## src/rtl/dp_sequencer_if.sv

```systemverilog
// Command, datapath-control and memory handshake bundle for dp_sequencer.
// The err line exists only when DP_SEQ_TIMEOUT_EN is defined.
interface dp_sequencer_if #(
  parameter int size = 32
);
  localparam int AW = $clog2(size);

  logic          cmd_valid;
  logic          cmd_ready;
  logic [1:0]    cmd_op;
  logic [3:0]    cmd_sel;
  logic          cmd_use_imm;
  logic [AW-1:0] cmd_rs1;
  logic [AW-1:0] cmd_rs2;
  logic [AW-1:0] cmd_rd;
  logic          we;
  logic          MB_select;
  logic          MD_select;
  logic          MR_select;
  logic [3:0]    Sel;
  logic [AW-1:0] A_select;
  logic [AW-1:0] B_select;
  logic [AW-1:0] D_addr;
  logic          mem_req;
  logic          mem_we;
  logic          mem_ack;
  logic          C;
  logic          V;
  logic          N;
  logic          Z;
  logic [3:0]    flags_q;
  logic          done;
`ifdef DP_SEQ_TIMEOUT_EN
  logic          err;
`endif

  modport master (
    input  cmd_valid, cmd_op, cmd_sel, cmd_use_imm, cmd_rs1, cmd_rs2, cmd_rd,
    input  mem_ack, C, V, N, Z,
    output cmd_ready, we, MB_select, MD_select, MR_select, Sel,
    output A_select, B_select, D_addr, mem_req, mem_we, flags_q, done
`ifdef DP_SEQ_TIMEOUT_EN
    , output err
`endif
  );

  modport slave (
    output cmd_valid, cmd_op, cmd_sel, cmd_use_imm, cmd_rs1, cmd_rs2, cmd_rd,
    output mem_ack, C, V, N, Z,
    input  cmd_ready, we, MB_select, MD_select, MR_select, Sel,
    input  A_select, B_select, D_addr, mem_req, mem_we, flags_q, done
`ifdef DP_SEQ_TIMEOUT_EN
    , input err
`endif
  );
endinterface

```

## src/rtl/dp_sequencer.sv

```systemverilog
// Multi-cycle IDLE/EXEC/MEM control sequencer for the register-file/FU datapath.
// Optional memory watchdog (err pulse after TIMEOUT_CYCLES) enabled by DP_SEQ_TIMEOUT_EN.
module dp_sequencer #(
  parameter int         size    = 32,
  parameter logic [3:0] ADD_SEL = 4'd0
`ifdef DP_SEQ_TIMEOUT_EN
  , parameter int       TIMEOUT_CYCLES = 16
`endif
) (
  input logic            clk,
  input logic            reset,
  dp_sequencer_if.master bus
);
  localparam int AW = $clog2(size);
  localparam logic [1:0] OP_LOAD  = 2'd1;
  localparam logic [1:0] OP_STORE = 2'd2;
  localparam logic [1:0] OP_LINK  = 2'd3;

  typedef enum logic [1:0] {
    ST_IDLE = 2'd0,
    ST_EXEC = 2'd1,
    ST_MEM  = 2'd2
  } state_t;

  state_t        state_r, state_nxt_s;
  logic [1:0]    op_r;
  logic [3:0]    sel_r;
  logic          use_imm_r;
  logic [AW-1:0] rs1_r, rs2_r, rd_r;
  logic [3:0]    flags_r;
  logic          done_r;
  logic          rd_nz_s;
  logic          ready_s, accept_s, retire_s, flags_ld_s;
  logic          we_s, mb_s, md_s, mr_s, req_s, mwe_s;
  logic [3:0]    sel_s;
  logic [AW-1:0] a_s, b_s, d_s;

`ifdef DP_SEQ_TIMEOUT_EN
  localparam int CW = $clog2(TIMEOUT_CYCLES + 1);
  logic [CW-1:0] cnt_r;
  logic          err_r;
  logic          timeout_s;
  logic          cnt_last_s;

  assign cnt_last_s = (cnt_r == CW'(TIMEOUT_CYCLES - 1));
`endif

  // x0 is hardwired, so writes to it are dropped but the command still retires.
  assign rd_nz_s = (rd_r != {AW{1'b0}});

  // Next-state and per-state control decode.
  always_comb begin
    state_nxt_s = state_r;
    ready_s     = 1'b0;
    accept_s    = 1'b0;
    retire_s    = 1'b0;
    flags_ld_s  = 1'b0;
    we_s        = 1'b0;
    mb_s        = 1'b0;
    md_s        = 1'b0;
    mr_s        = 1'b0;
    req_s       = 1'b0;
    mwe_s       = 1'b0;
    sel_s       = 4'd0;
    a_s         = {AW{1'b0}};
    b_s         = {AW{1'b0}};
    d_s         = {AW{1'b0}};
`ifdef DP_SEQ_TIMEOUT_EN
    timeout_s   = 1'b0;
`endif
    case (state_r)
      ST_IDLE: begin
        ready_s = !reset;
        if (bus.cmd_valid && ready_s) begin
          accept_s = 1'b1;
          if (bus.cmd_op == OP_LOAD || bus.cmd_op == OP_STORE) begin
            state_nxt_s = ST_MEM;
          end else begin
            state_nxt_s = ST_EXEC;
          end
        end else begin
          state_nxt_s = ST_IDLE;
        end
      end
      ST_EXEC: begin
        d_s         = rd_r;
        we_s        = rd_nz_s;
        retire_s    = 1'b1;
        state_nxt_s = ST_IDLE;
        if (op_r == OP_LINK) begin
          mr_s = 1'b1;
        end else begin
          a_s        = rs1_r;
          b_s        = rs2_r;
          mb_s       = use_imm_r;
          sel_s      = sel_r;
          flags_ld_s = 1'b1;
        end
      end
      ST_MEM: begin
        a_s   = rs1_r;
        b_s   = rs2_r;
        mb_s  = 1'b1;
        sel_s = ADD_SEL;
        req_s = 1'b1;
        mwe_s = (op_r == OP_STORE);
        if (bus.mem_ack) begin
          retire_s    = 1'b1;
          state_nxt_s = ST_IDLE;
          // Load write-back rides on the ack cycle, when Data_in is valid.
          if (op_r == OP_LOAD) begin
            md_s = 1'b1;
            d_s  = rd_r;
            we_s = rd_nz_s;
          end else begin
            md_s = 1'b0;
          end
        end else begin
`ifdef DP_SEQ_TIMEOUT_EN
          if (cnt_last_s) begin
            timeout_s   = 1'b1;
            state_nxt_s = ST_IDLE;
          end else begin
            state_nxt_s = ST_MEM;
          end
`else
          state_nxt_s = ST_MEM;
`endif
        end
      end
      default: begin
        state_nxt_s = ST_IDLE;
      end
    endcase
  end

  // State, latched command, captured flags and retire pulse.
  always_ff @(posedge clk or posedge reset) begin
    if (reset) begin
      state_r   <= ST_IDLE;
      op_r      <= 2'd0;
      sel_r     <= 4'd0;
      use_imm_r <= 1'b0;
      rs1_r     <= {AW{1'b0}};
      rs2_r     <= {AW{1'b0}};
      rd_r      <= {AW{1'b0}};
      flags_r   <= 4'd0;
      done_r    <= 1'b0;
    end else begin
      state_r <= state_nxt_s;
      done_r  <= retire_s;
      if (accept_s) begin
        op_r      <= bus.cmd_op;
        sel_r     <= bus.cmd_sel;
        use_imm_r <= bus.cmd_use_imm;
        rs1_r     <= bus.cmd_rs1;
        rs2_r     <= bus.cmd_rs2;
        rd_r      <= bus.cmd_rd;
      end
      if (flags_ld_s) begin
        flags_r <= {bus.C, bus.V, bus.N, bus.Z};
      end
    end
  end

`ifdef DP_SEQ_TIMEOUT_EN
  // Memory watchdog: counts unacknowledged MEM cycles and flags expiry.
  always_ff @(posedge clk or posedge reset) begin
    if (reset) begin
      cnt_r <= {CW{1'b0}};
      err_r <= 1'b0;
    end else begin
      err_r <= timeout_s;
      if (accept_s) begin
        cnt_r <= {CW{1'b0}};
      end else if (state_r == ST_MEM && !bus.mem_ack) begin
        cnt_r <= cnt_r + CW'(1);
      end
    end
  end

  assign bus.err = err_r;
`endif

  assign bus.cmd_ready = ready_s;
  assign bus.we        = we_s;
  assign bus.MB_select = mb_s;
  assign bus.MD_select = md_s;
  assign bus.MR_select = mr_s;
  assign bus.Sel       = sel_s;
  assign bus.A_select  = a_s;
  assign bus.B_select  = b_s;
  assign bus.D_addr    = d_s;
  assign bus.mem_req   = req_s;
  assign bus.mem_we    = mwe_s;
  assign bus.flags_q   = flags_r;
  assign bus.done      = done_r;
endmodule

```

## src/flat_wrapper.sv

```systemverilog
// flat-port wrapper written by rule: the top's interface ports become plain ports
module dp_sequencer_flat 
#(
  parameter int         size    = 32,
  parameter logic [3:0] ADD_SEL = 4'd0

)
  (clk, reset, bus_cmd_valid, bus_cmd_op, bus_cmd_sel, bus_cmd_use_imm, bus_cmd_rs1, bus_cmd_rs2, bus_cmd_rd, bus_mem_ack, bus_C, bus_V, bus_N, bus_Z, bus_cmd_ready, bus_we, bus_MB_select, bus_MD_select, bus_MR_select, bus_Sel, bus_A_select, bus_B_select, bus_D_addr, bus_mem_req, bus_mem_we, bus_flags_q, bus_done);
  dp_sequencer_if #(.size(size)) bus_i ();
  input logic clk;
  input logic reset;
  input wire logic [$bits(bus_i.cmd_valid)-1:0] bus_cmd_valid;
  input wire logic [$bits(bus_i.cmd_op)-1:0] bus_cmd_op;
  input wire logic [$bits(bus_i.cmd_sel)-1:0] bus_cmd_sel;
  input wire logic [$bits(bus_i.cmd_use_imm)-1:0] bus_cmd_use_imm;
  input wire logic [$bits(bus_i.cmd_rs1)-1:0] bus_cmd_rs1;
  input wire logic [$bits(bus_i.cmd_rs2)-1:0] bus_cmd_rs2;
  input wire logic [$bits(bus_i.cmd_rd)-1:0] bus_cmd_rd;
  input wire logic [$bits(bus_i.mem_ack)-1:0] bus_mem_ack;
  input wire logic [$bits(bus_i.C)-1:0] bus_C;
  input wire logic [$bits(bus_i.V)-1:0] bus_V;
  input wire logic [$bits(bus_i.N)-1:0] bus_N;
  input wire logic [$bits(bus_i.Z)-1:0] bus_Z;
  output wire logic [$bits(bus_i.cmd_ready)-1:0] bus_cmd_ready;
  output wire logic [$bits(bus_i.we)-1:0] bus_we;
  output wire logic [$bits(bus_i.MB_select)-1:0] bus_MB_select;
  output wire logic [$bits(bus_i.MD_select)-1:0] bus_MD_select;
  output wire logic [$bits(bus_i.MR_select)-1:0] bus_MR_select;
  output wire logic [$bits(bus_i.Sel)-1:0] bus_Sel;
  output wire logic [$bits(bus_i.A_select)-1:0] bus_A_select;
  output wire logic [$bits(bus_i.B_select)-1:0] bus_B_select;
  output wire logic [$bits(bus_i.D_addr)-1:0] bus_D_addr;
  output wire logic [$bits(bus_i.mem_req)-1:0] bus_mem_req;
  output wire logic [$bits(bus_i.mem_we)-1:0] bus_mem_we;
  output wire logic [$bits(bus_i.flags_q)-1:0] bus_flags_q;
  output wire logic [$bits(bus_i.done)-1:0] bus_done;
  assign bus_i.cmd_valid = bus_cmd_valid;
  assign bus_i.cmd_op = bus_cmd_op;
  assign bus_i.cmd_sel = bus_cmd_sel;
  assign bus_i.cmd_use_imm = bus_cmd_use_imm;
  assign bus_i.cmd_rs1 = bus_cmd_rs1;
  assign bus_i.cmd_rs2 = bus_cmd_rs2;
  assign bus_i.cmd_rd = bus_cmd_rd;
  assign bus_i.mem_ack = bus_mem_ack;
  assign bus_i.C = bus_C;
  assign bus_i.V = bus_V;
  assign bus_i.N = bus_N;
  assign bus_i.Z = bus_Z;
  assign bus_cmd_ready = bus_i.cmd_ready;
  assign bus_we = bus_i.we;
  assign bus_MB_select = bus_i.MB_select;
  assign bus_MD_select = bus_i.MD_select;
  assign bus_MR_select = bus_i.MR_select;
  assign bus_Sel = bus_i.Sel;
  assign bus_A_select = bus_i.A_select;
  assign bus_B_select = bus_i.B_select;
  assign bus_D_addr = bus_i.D_addr;
  assign bus_mem_req = bus_i.mem_req;
  assign bus_mem_we = bus_i.mem_we;
  assign bus_flags_q = bus_i.flags_q;
  assign bus_done = bus_i.done;
  dp_sequencer #(.size(size), .ADD_SEL(ADD_SEL)) u_core (.clk(clk), .reset(reset), .bus(bus_i));
endmodule
```

## config.mk

```make
export PLATFORM = sky130hd
export DESIGN_NAME = dp_sequencer_flat
export DESIGN_NICKNAME = d
export VERILOG_FILES = /design/src/rtl/dp_sequencer_if.sv /design/src/rtl/dp_sequencer.sv /design/src/flat_wrapper.sv
export SDC_FILE = /design/constraint.sdc
export NUM_CORES = 1
export LEC_CHECK = 0
export CAP_MARGIN = 20
export CORE_MARGIN = 5
export CORE_UTILIZATION = 44
export CTS_CLUSTER_SIZE = 16
export DETAILED_ROUTE_END_ITERATION = 6
export PLACE_DENSITY = 0.92
export SLEW_MARGIN = 20
export SYNTH_ARGS = -nofsm -noshare
export SYNTH_HDL_FRONTEND = slang
export SYNTH_SLANG_ARGS = --single-unit
```

## constraint.sdc

```tcl
create_clock -name clk -period 2.6 [get_ports clk]
set_clock_uncertainty 0.2 [all_clocks]
set_input_delay 0.26 -clock clk [delete_from_list [all_inputs] [get_ports clk]]
set_output_delay 0.26 -clock clk [all_outputs]
set_load 0.05 [all_outputs]
```

==> metrics.txt, run 1 <==
# TYPE chip_impl_metric gauge
chip_impl_info{name="status",value="finished, final reports clean"} 1
chip_impl_metric{name="post_cts.repair.setup_buffers",unit=""} 0
chip_impl_info{name="worstSetupEndpointType",value="output port"} 1
chip_impl_info{name="worstPathCellList",value="inv_1 -> ha_1 -> and3b_1 -> clkdlybuf4s50_1"} 1
chip_impl_metric{name="maxCapViolCount",unit=""} 0
chip_impl_metric{name="wire_length_of_the_first_global_routing_pass",unit="um"} 5210
chip_impl_metric{name="worst_hold_slack",unit="ns"} 0.263
chip_impl_metric{name="synth-async-reset-ratio",unit="%"} 100
chip_impl_metric{name="area_growth",unit="%"} 61.8
chip_impl_info{name="netlist_top_cells_area",value="dfrtp_1 (53%), mux2_2 (20%), and2_1 (8.7%)"} 1
chip_impl_metric{name="vias_in_the_first_global_route",unit=""} 1094
chip_impl_metric{name="crit_path_max_incr_delay",unit="ns"} 0.79
chip_impl_metric{name="row_count",unit=""} 20
chip_impl_info{name="startpoint_class_of_the_critical_path",value="register"} 1
chip_impl_info{name="yosysTopAreaCell",value="dfrtp_1"} 1
chip_impl_metric{name="dieArea",unit="mm2"} 0.00432
chip_impl_info{name="setup_repair_after_global_routing_missed_its_margin",value="no"} 1
chip_impl_metric{name="worstMarginPinSlew",unit="ns"} 0.751
chip_impl_metric{name="hold_viol_final",unit=""} 0
chip_impl_info{name="tritoncts",value="done"} 1
chip_impl_metric{name="power_density",unit="mW/mm2"} 635
chip_impl_metric{name="ys_seq_elements",unit=""} 29
chip_impl_metric{name="timing.final.crit_share",unit="%"} 96.5
chip_impl_metric{name="avgViaCountPerCell",unit=""} 4.86
chip_impl_metric{name="antenna_left",unit=""} 0
chip_impl_metric{name="diodes",unit=""} 0
chip_impl_metric{name="ctsLongestPathBuffers",unit=""} 2
chip_impl_metric{name="io-pin-count",unit=""} 61
chip_impl_metric{name="syn_area",unit="mm2"} 0.00137
chip_impl_metric{name="required_time_of_the_critical_path",unit="ns"} 2.14
chip_impl_metric{name="holdBufCountCts",unit=""} 0
chip_impl_metric{name="placement.cell_area",unit="mm2"} 0.00216
chip_impl_metric{name="floorplan.core_area",unit="mm2"} 0.00303
chip_impl_metric{name="routabilityCongestion",unit=""} 0.723
chip_impl_metric{name="synth_top_cell_area_share",unit="%"} 53.1
chip_impl_metric{name="path_clk_slew",unit="ns"} 0.09
chip_impl_metric{name="final_net_count",unit=""} 198
chip_impl_info{name="synth_top_flop_cell",value="dfrtp_1"} 1
chip_impl_metric{name="timing.final.setup_violations",unit=""} 0
chip_impl_metric{name="tritoncts.num_buffers",unit=""} 5
chip_impl_metric{name="synthCells",unit=""} 100
chip_impl_metric{name="antenna_found_initial",unit=""} 0
chip_impl_metric{name="synthesis.area_per_instance",unit="um2"} 13.7
chip_impl_metric{name="post_route_cells_drive_above_1_share",unit="%"} 36.7
chip_impl_metric{name="numPortBuffers",unit=""} 60
chip_impl_metric{name="synth_cell_type_count",unit=""} 21
chip_impl_metric{name="postLayoutCellArea",unit="mm2"} 0.00221
chip_impl_metric{name="drcViolationCount",unit=""} 0
chip_impl_metric{name="total_leakage_power",unit="nW"} 0.967
chip_impl_metric{name="starting_density_of_the_core",unit="%"} 45.2
chip_impl_metric{name="ir_worst_vdd",unit="uV"} 537
chip_impl_metric{name="gr-usage-all-layers",unit="%"} 16.8
chip_impl_metric{name="synth.net_count",unit=""} 133
chip_impl_metric{name="timing.final.max_slew_violations",unit=""} 0
chip_impl_metric{name="detail_route.iter0.violations",unit=""} 36
chip_impl_metric{name="timing.critical_path.arrival",unit="ns"} 2.05
chip_impl_metric{name="worstPathMaxFanout",unit=""} 7
chip_impl_info{name="crit_path_top_delay_cell",value="clkdlybuf4s50_1"} 1
chip_impl_metric{name="worst_skew_pair.late_latency",unit="ns"} 0.32
chip_impl_info{name="hp-class",value="primary input to async pin"} 1
chip_impl_metric{name="post_drt_wl_per_cell",unit="um"} 15.5
chip_impl_info{name="critical_path_class",value="register to output port"} 1
chip_impl_metric{name="maxSlewHeadroom",unit="%"} 49.9
chip_impl_metric{name="place_hpwl",unit="um"} 2620
chip_impl_metric{name="y_dimension_of_the_die",unit="um"} 65.8
chip_impl_metric{name="number_of_warnings_reported_in_the_yosys_synthesis_log",unit=""} 0
chip_impl_metric{name="first_pass_iters",unit=""} 4
chip_impl_metric{name="chipWidth",unit="um"} 65.8
chip_impl_metric{name="synth-seq-area-share",unit="%"} 53.1
chip_impl_metric{name="route.vias.total",unit=""} 1020
chip_impl_metric{name="clkSinkCount",unit=""} 29
chip_impl_metric{name="fin_tns_setup",unit="ns"} 0
chip_impl_metric{name="nFillCells",unit=""} 195
chip_impl_metric{name="htree_num_levels",unit=""} 2
chip_impl_metric{name="fmax",unit="MHz"} 399
chip_impl_metric{name="synth-edff-count",unit=""} 0
chip_impl_metric{name="maximum_number_of_pins_on_one_net_before_global_route_repair",unit=""} 24
chip_impl_metric{name="grt_overflow_total",unit=""} 0
chip_impl_metric{name="detail_route.wirelength",unit="um"} 3250
chip_impl_info{name="cts-root-buf",value="clkbuf_4"} 1
chip_impl_metric{name="min_period",unit="ns"} 2.51
## metrics by stage
stage / setup slack, ns / utilization [%] / instances / total power [W]
global placement: 0.432 / 71.3 / 202 / 0.00114
finish: 0.0922 / 73.1 / 210 / 0.00140
floorplan: 0.0178 / - / 100 / 0.000954
detailed placement: 0.400 / 71.3 / 202 / 0.00116
global route: 0.0268 / 73.1 / 210 / 0.00148
CTS: 0.0447 / 73.0 / 210 / 0.00142
## flip-flops by register name (all words and copies together), names as in the netlist
register	flops
u_core.sel_r	4
u_core.use_imm_r	1
u_core.op_r	2
u_core.bus.done	1
u_core.bus.flags_q	4
u_core.rs1_r	5
u_core.rd_r	5
u_core.rs2_r	5
u_core.state_r	2
## where the power goes
part / internal [W] / total, W / leakage (nW) / switching (W)
clock: 0.000103 / 0.000254 / 0.0320 / 0.000152
sequential: 0.000562 / 0.000624 / 0.347 / 0.0000624
combinational: 0.000250 / 0.000525 / 0.588 / 0.000276
total: 0.000914 / 0.00140 / 0.967 / 0.000490
## cells in the mapped netlist (all sizes together), types with 2 or more instances
library cell	number
and2	19
buf	3
dfrtp	29
ha	3
inv	4
mux2	26
nor2b	2
o21a	4
## cell families after synthesis
kind of cell    share of synthesized area (%)
mux                                      22.0
xor+xnor                                0.641
buf+inv                                  3.29
compound gates                           4.67
simple gates                             13.6
flops                                    53.1
fa+ha+maj                                2.75
## critical path: cells and delay by family (launching register included)
| family | cells | cell delay, ns |
|---|---|---|
| flops | 1 | 0.39 |
| fa+ha+maj | 1 | 0.28 |
| simple gates | 1 | 0.18 |
| buf+inv | 2 | 0.87 |
## final cells by class
type                    count  area, um2  area share, %
multi-input cells          64        599           27.1
well taps                  44       55.1           2.49
clock buffers               6       41.3           1.87
clock inverters             2       10.0          0.452
inverters                   4       15.0          0.679
flip-flops and latches     29        726           32.8
repair buffers             61        766           34.6
## metal layers
| layer | global-route usage [%] | up-vias | wire, um |
|---|---|---|---|
| li1 | - | 477 | - |
| met1 | 17.5 | 497 | 1210 |
| met2 | 30.3 | 38 | 1780 |
| met3 | 4.62 | 8 | 196 |
| met4 | 8.81 | 0 | 67 |
| met5 | 0 | - | 0 |
## layout by cell type (no fill, tap or decap), drive strengths merged
master          n
clkinv          2
nand2           1
and3b           1
o21a            4
and2           19
mux2           26
and3            1
and4b           1
nor2b           2
clkdlybuf4s50  38
nor2            1
ha              3
clkbuf          6
dfrtp          29
a21boi          1
a21oi           1
xor2            1
buf            23
a32o            1
or4             1
inv             4
## timing repair
item / CTS / global route
endpoints found under the setup margin: 0 / 11
endpoints found under the hold margin: 0 / 0
resized for setup: 0 / 1
## worst paths after layout
path,from,to,slack (ns),depth (start not counted)
setup / recovery,u_core.state_r[0]$_DFF_PP0_,bus_mem_we,0.09,4
hold / removal,reset,u_core.state_r[1]$_DFF_PP0_,0.26,2
setup reg to reg,u_core.state_r[0]$_DFF_PP0_,u_core.rs2_r[2]$_DFFE_PP0P_,0.86,5
hold reg to reg,u_core.rs2_r[1]$_DFFE_PP0P_,u_core.rs2_r[1]$_DFFE_PP0P_,0.30,1
max in group asynchronous,reset,u_core.rs2_r[3]$_DFFE_PP0P_,1.30,3
min in group clk,u_core.rs2_r[1]$_DFFE_PP0P_,u_core.rs2_r[1]$_DFFE_PP0P_,0.30,1
Note: power is estimated with default switching activity, not from simulation.
==> inputs of run 2 (changes only) <==
--- a/config.mk
+++ b/config.mk
@@ -10,6 +10,7 @@
 export CORE_UTILIZATION = 44
 export CTS_CLUSTER_SIZE = 16
 export DETAILED_ROUTE_END_ITERATION = 6
+export MAX_ROUTING_LAYER = met4
 export PLACE_DENSITY = 0.92
 export SLEW_MARGIN = 20
 export SYNTH_ARGS = -nofsm -noshare
==> metrics.txt, run 2 (synthesized netlist as in run 1, its figures left out) <==
# TYPE chip_impl_metric gauge
chip_impl_info{name="critical_path_class",value="register to output port"} 1
chip_impl_metric{name="postLayoutCellArea",unit="mm2"} 0.00221
chip_impl_metric{name="min_period",unit="ns"} 2.51
chip_impl_metric{name="diodes",unit=""} 0
chip_impl_metric{name="timing.final.setup_violations",unit=""} 0
chip_impl_info{name="setup_repair_after_global_routing_missed_its_margin",value="no"} 1
chip_impl_metric{name="hold_viol_final",unit=""} 0
chip_impl_metric{name="detail_route.wirelength",unit="um"} 3260
chip_impl_metric{name="route.vias.total",unit=""} 1014
chip_impl_metric{name="worst_skew_pair.late_latency",unit="ns"} 0.32
chip_impl_metric{name="avgViaCountPerCell",unit=""} 4.83
chip_impl_metric{name="post_drt_wl_per_cell",unit="um"} 15.5
chip_impl_metric{name="detail_route.iter0.violations",unit=""} 32
chip_impl_metric{name="area_growth",unit="%"} 61.8
chip_impl_metric{name="row_count",unit=""} 20
chip_impl_metric{name="ir_worst_vdd",unit="uV"} 537
chip_impl_metric{name="holdBufCountCts",unit=""} 0
chip_impl_info{name="tritoncts",value="done"} 1
chip_impl_metric{name="total_leakage_power",unit="nW"} 0.967
chip_impl_metric{name="worstPathMaxFanout",unit=""} 7
chip_impl_metric{name="first_pass_iters",unit=""} 4
chip_impl_metric{name="path_clk_slew",unit="ns"} 0.09
chip_impl_metric{name="fin_tns_setup",unit="ns"} 0
chip_impl_metric{name="worstMarginPinSlew",unit="ns"} 0.752
chip_impl_info{name="mostFrequentLayoutCells",value="clkdlybuf4s50_1 (38), dfrtp_1 (29), mux2_2 (24), and2_1 (19), buf_12 (17)"} 1
chip_impl_metric{name="wire_length_of_the_first_global_routing_pass",unit="um"} 5200
chip_impl_metric{name="power_density",unit="mW/mm2"} 635
chip_impl_info{name="worstSetupEndpointType",value="output port"} 1
chip_impl_metric{name="tritoncts.num_buffers",unit=""} 5
chip_impl_metric{name="maxCapViolCount",unit=""} 0
chip_impl_info{name="hp-class",value="primary input to async pin"} 1
chip_impl_metric{name="maximum_number_of_pins_on_one_net_before_global_route_repair",unit=""} 24
chip_impl_metric{name="required_time_of_the_critical_path",unit="ns"} 2.14
chip_impl_metric{name="io-pin-count",unit=""} 61
chip_impl_metric{name="gr-usage-all-layers",unit="%"} 17.2
chip_impl_metric{name="timing.final.max_slew_violations",unit=""} 0
chip_impl_metric{name="post_cts.repair.setup_buffers",unit=""} 0
chip_impl_metric{name="chipWidth",unit="um"} 65.8
chip_impl_metric{name="nFillCells",unit=""} 195
chip_impl_metric{name="floorplan.core_area",unit="mm2"} 0.00303
chip_impl_metric{name="design_power_total",unit="W"} 0.00140
chip_impl_metric{name="fmax",unit="MHz"} 399
chip_impl_metric{name="htree_num_levels",unit=""} 2
chip_impl_metric{name="numPortBuffers",unit=""} 60
chip_impl_metric{name="vias_in_the_first_global_route",unit=""} 1095
chip_impl_info{name="layout_commonest_cell",value="clkdlybuf4s50_1"} 1
chip_impl_metric{name="antenna_left",unit=""} 0
chip_impl_info{name="cts-root-buf",value="clkbuf_4"} 1
chip_impl_metric{name="timing.final.crit_share",unit="%"} 96.4
chip_impl_info{name="biggest_regs",value="u_core.rd_r: 5 flops, u_core.rs1_r: 5 flops, u_core.rs2_r: 5 flops"} 1
chip_impl_metric{name="dieArea",unit="mm2"} 0.00432
chip_impl_metric{name="post_route_cells_drive_above_1_share",unit="%"} 36.7
chip_impl_metric{name="final_core_utilization",unit="%"} 73.1
chip_impl_metric{name="maxSlewHeadroom",unit="%"} 49.8
chip_impl_metric{name="drcViolationCount",unit=""} 0
chip_impl_metric{name="clkSinkCount",unit=""} 29
chip_impl_info{name="status",value="finished, final reports clean"} 1
chip_impl_info{name="startpoint_class_of_the_critical_path",value="register"} 1
chip_impl_metric{name="y_dimension_of_the_die",unit="um"} 65.8
chip_impl_metric{name="timing.critical_path.arrival",unit="ns"} 2.05
chip_impl_metric{name="final_net_count",unit=""} 198
chip_impl_metric{name="place_hpwl",unit="um"} 2620
chip_impl_metric{name="grt_overflow_total",unit=""} 0
chip_impl_metric{name="placement.cell_area",unit="mm2"} 0.00216
chip_impl_metric{name="starting_density_of_the_core",unit="%"} 45.2
chip_impl_metric{name="ctsLongestPathBuffers",unit=""} 2
chip_impl_metric{name="routabilityCongestion",unit=""} 0.732
chip_impl_metric{name="antenna_found_initial",unit=""} 0
run 2: metrics by stage:
stage / worst slack [ns] / hold slack, ns / cells
2_1_floorplan: 0.0178 / 0.138 / 100
3_3_place_gp: 0.432 / 0.279 / 202
3_5_place_dp: 0.400 / 0.285 / 202
4_1_cts: 0.0447 / 0.278 / 210
5_1_grt: 0.0300 / 0.316 / 210
6_report: 0.0930 / 0.263 / 210
run 2: what timing repair did:
| action | in CTS | in global routing |
|---|---|---|
| gates resized for setup | 0 | 1 |
| setup endpoints to repair | 0 | 11 |
| hold endpoints to repair | 0 | 0 |
run 2: layout make-up:
cell class / count / area, um2 / area share (%)
Inverter: 4 / 15.0 / 0.679
Multi-Input combinational cell: 64 / 599 / 27.1
Timing Repair Buffer: 61 / 766 / 34.6
Tap cell: 44 / 55.1 / 2.49
Clock inverter: 2 / 10.0 / 0.452
Clock buffer: 6 / 41.3 / 1.87
Sequential cell: 29 / 726 / 32.8
run 2: worst paths after layout:
path                       slack [ns]                   startpoint  depth (start not counted)                     endpoint
setup / recovery                 0.09  u_core.state_r[0]$_DFF_PP0_                          4                   bus_mem_we
hold / removal                   0.26                        reset                          2  u_core.rs1_r[0]$_DFFE_PP0P_
setup reg to reg                 0.86  u_core.state_r[0]$_DFF_PP0_                          5  u_core.rs2_r[2]$_DFFE_PP0P_
hold reg to reg                  0.30  u_core.rs2_r[1]$_DFFE_PP0P_                          1  u_core.rs2_r[1]$_DFFE_PP0P_
max in group asynchronous        1.30                        reset                          3  u_core.rs2_r[3]$_DFFE_PP0P_
min in group clk                 0.30  u_core.rs2_r[1]$_DFFE_PP0P_                          1  u_core.rs2_r[1]$_DFFE_PP0P_
run 2: report_power, final:
| group | total, W | switching, W | leakage (nW) | internal [W] |
|---|---|---|---|---|
| logic | 0.000525 | 0.000275 | 0.588 | 0.000250 |
| registers | 0.000624 | 0.0000622 | 0.347 | 0.000562 |
| clock network | 0.000255 | 0.000153 | 0.0320 | 0.000103 |
run 2: metal layers:
metal / routed length, um / GRT usage [%] / up-vias
met3: 200 / 4.27 / 9
met2: 1780 / 30.3 / 37
met4: 64 / 8.03 / 0
met1: 1220 / 17.8 / 492
li1: - / - / 476
met5: 0 / - / -
run 2: worst max-delay path, stage by stage (launching register included):
cell	delay (ns)
dfrtp_1	0.39
inv_1	0.08
ha_1	0.28
and3b_1	0.18
clkdlybuf4s50_1	0.79
==> inputs of run 3 (changes only) <==
--- a/config.mk
+++ b/config.mk
@@ -6,7 +6,7 @@
 export NUM_CORES = 1
 export LEC_CHECK = 0
 export CAP_MARGIN = 20
-export CORE_MARGIN = 5
+export CORE_MARGIN = 2
 export CORE_UTILIZATION = 44
 export CTS_CLUSTER_SIZE = 16
 export DETAILED_ROUTE_END_ITERATION = 6
==> metrics.txt, run 3 (synthesized netlist as in run 1, its figures left out) <==
# TYPE chip_impl_metric gauge
chip_impl_info{name="status",value="finished, final reports clean"} 1
chip_impl_metric{name="avgViaCountPerCell",unit=""} 5.09
chip_impl_metric{name="holdBufCountCts",unit=""} 0
chip_impl_metric{name="place_hpwl",unit="um"} 2560
chip_impl_info{name="startpoint_class_of_the_critical_path",value="register"} 1
chip_impl_info{name="layout_commonest_cell",value="clkdlybuf4s50_1"} 1
chip_impl_metric{name="routabilityCongestion",unit=""} 0.810
chip_impl_metric{name="post_drt_wl_per_cell",unit="um"} 16.4
chip_impl_metric{name="worst_hold_slack",unit="ns"} 0.254
chip_impl_metric{name="maxSlewHeadroom",unit="%"} 52.7
chip_impl_info{name="tritoncts",value="done"} 1
chip_impl_metric{name="worstPathMaxFanout",unit=""} 4
chip_impl_metric{name="fin_tns_setup",unit="ns"} 0
chip_impl_info{name="mostFrequentLayoutCells",value="clkdlybuf4s50_1 (37), dfrtp_1 (29), mux2_2 (24), and2_1 (19), buf_12 (17)"} 1
chip_impl_metric{name="timing.final.crit_share",unit="%"} 94.3
chip_impl_info{name="worst_setup_path_startpoint",value="u_core.state_r[1]$_DFF_PP0_"} 1
chip_impl_metric{name="detail_route.iter0.violations",unit=""} 28
chip_impl_metric{name="ir_worst_vdd",unit="uV"} 394
chip_impl_metric{name="timing.final.setup_violations",unit=""} 0
chip_impl_info{name="critical_path_class",value="register to output port"} 1
chip_impl_metric{name="htree_num_levels",unit=""} 2
chip_impl_metric{name="postLayoutCellArea",unit="mm2"} 0.00222
chip_impl_metric{name="first_pass_iters",unit=""} 5
chip_impl_metric{name="post_cts.repair.setup_buffers",unit=""} 0
chip_impl_metric{name="wl_met2",unit="um"} 1850
chip_impl_metric{name="nFillCells",unit=""} 191
chip_impl_metric{name="floorplan.core_area",unit="mm2"} 0.00300
chip_impl_metric{name="starting_density_of_the_core",unit="%"} 45.5
chip_impl_info{name="timing.rr.start",value="u_core.state_r[0]$_DFF_PP0_"} 1
chip_impl_metric{name="placement.setup.worst_slack",unit="ns"} 0.309
chip_impl_metric{name="maxCapViolCount",unit=""} 0
chip_impl_metric{name="r2r_slack",unit="ns"} 0.86
chip_impl_metric{name="io-pin-count",unit=""} 61
chip_impl_metric{name="worst-r2r-cell-count",unit=""} 5
chip_impl_metric{name="row_count",unit=""} 20
chip_impl_info{name="reg2reg_to",value="u_core.rs2_r[2]$_DFFE_PP0P_"} 1
chip_impl_info{name="worstSetupEndpointType",value="output port"} 1
chip_impl_metric{name="gr-usage-all-layers",unit="%"} 21.0
chip_impl_metric{name="route.met3.wl",unit="um"} 177
chip_impl_metric{name="post_route_cells_drive_above_1_share",unit="%"} 36.7
chip_impl_metric{name="wire_length_of_the_first_global_routing_pass",unit="um"} 5140
chip_impl_metric{name="dieArea",unit="mm2"} 0.00357
chip_impl_metric{name="chipWidth",unit="um"} 59.8
chip_impl_metric{name="route.vias.total",unit=""} 1012
chip_impl_metric{name="vias_in_the_first_global_route",unit=""} 1081
chip_impl_metric{name="hold_viol_final",unit=""} 0
chip_impl_metric{name="worstMarginPinSlew",unit="ns"} 0.709
chip_impl_metric{name="diodes",unit=""} 0
chip_impl_metric{name="min_period",unit="ns"} 2.45
chip_impl_metric{name="clkSinkCount",unit=""} 29
chip_impl_metric{name="worst_skew_pair.late_latency",unit="ns"} 0.31
chip_impl_metric{name="post-route-worst-setup-slack",unit="ns"} 0.147
chip_impl_metric{name="timing.critical_path.arrival",unit="ns"} 1.99
chip_impl_metric{name="path_clk_slew",unit="ns"} 0.09
chip_impl_metric{name="tritoncts.num_buffers",unit=""} 5
chip_impl_metric{name="fmax",unit="MHz"} 408
chip_impl_metric{name="detail_route.wirelength",unit="um"} 3260
chip_impl_metric{name="final_core_utilization",unit="%"} 74.0
chip_impl_info{name="highest-signal-layer",value="met4"} 1
chip_impl_info{name="timing.critical_path.to",value="bus_MR_select"} 1
chip_impl_info{name="biggest_regs",value="u_core.rd_r: 5 flops, u_core.rs1_r: 5 flops, u_core.rs2_r: 5 flops"} 1
chip_impl_metric{name="maximum_number_of_pins_on_one_net_before_global_route_repair",unit=""} 24
chip_impl_info{name="hp-class",value="primary input to async pin"} 1
chip_impl_metric{name="ctsLongestPathBuffers",unit=""} 2
chip_impl_metric{name="y_dimension_of_the_die",unit="um"} 59.8
chip_impl_metric{name="grt_overflow_total",unit=""} 0
chip_impl_metric{name="drcViolationCount",unit=""} 0
chip_impl_metric{name="final_net_count",unit=""} 198
chip_impl_metric{name="total_leakage_power",unit="nW"} 0.997
chip_impl_metric{name="numPortBuffers",unit=""} 60
chip_impl_metric{name="power_density",unit="mW/mm2"} 656
chip_impl_metric{name="antenna_found_initial",unit=""} 0
chip_impl_metric{name="required_time_of_the_critical_path",unit="ns"} 2.14
chip_impl_metric{name="timing.final.max_slew_violations",unit=""} 0
chip_impl_metric{name="area_growth",unit="%"} 62.4
chip_impl_metric{name="placement.cell_area",unit="mm2"} 0.00215
chip_impl_metric{name="antenna_left",unit=""} 0
chip_impl_metric{name="met1_length",unit="um"} 1180
chip_impl_info{name="cts-root-buf",value="clkbuf_4"} 1
run 3: worst min path at each step:
stage | slack (ns) | from | end
floorplan | 0.14 | reset | u_core.bus.done$_DFF_PP0_
global route | 0.29 | reset | u_core.rd_r[2]$_DFFE_PP0P_
global placement | 0.28 | u_core.sel_r[0]$_DFFE_PP0P_ | u_core.sel_r[0]$_DFFE_PP0P_
finish | 0.25 | reset | u_core.bus.done$_DFF_PP0_
CTS | 0.25 | reset | u_core.rd_r[2]$_DFFE_PP0P_
detailed placement | 0.29 | u_core.rs1_r[3]$_DFFE_PP0P_ | u_core.rs1_r[3]$_DFFE_PP0P_
run 3: what timing repair did:
| item | CTS | global route |
|---|---|---|
| gates cloned | 0 | 0 |
| resized for setup | 1 | 2 |
| setup endpoints to repair | 1 | 11 |
run 3: area by class of cell:
class / count / area (um2) / area share [%]
clock buffer: 7 / 65.1 / 2.93
multi-input combinational: 64 / 599 / 27.0
sequential: 29 / 726 / 32.7
timing repair buffer: 61 / 769 / 34.6
tap: 33 / 41.3 / 1.86
clock inverter: 1 / 5.00 / 0.225
inverter: 4 / 15.0 / 0.676
run 3: critical path, stage by stage, from the launching register on:
cell and delay [ns]:
dfrtp_1 0.40, inv_1 0.08, ha_1 0.22, and3_1 0.18
clkdlybuf4s50_1 0.81
run 3: power by group:
part	total (W)	internal, W	switching (W)
clock network	0.000303	0.000157	0.000146
registers	0.000630	0.000562	0.0000677
logic	0.000525	0.000249	0.000276
total	0.00146	0.000968	0.000490
run 3: through the flow:
stage	instances	total power (W)
floorplan	100	0.000954
global route	199	0.00153
global placement	191	0.00114
detailed placement	191	0.00117
CTS	199	0.00147
finish	199	0.00146
run 3: layer usage:
layer / up-vias / track usage (%)
li1: 470 / -
met1: 501 / 23.1
met2: 37 / 35.7
met3: 4 / 4.98
met4: 0 / 9.84
met5: - / -
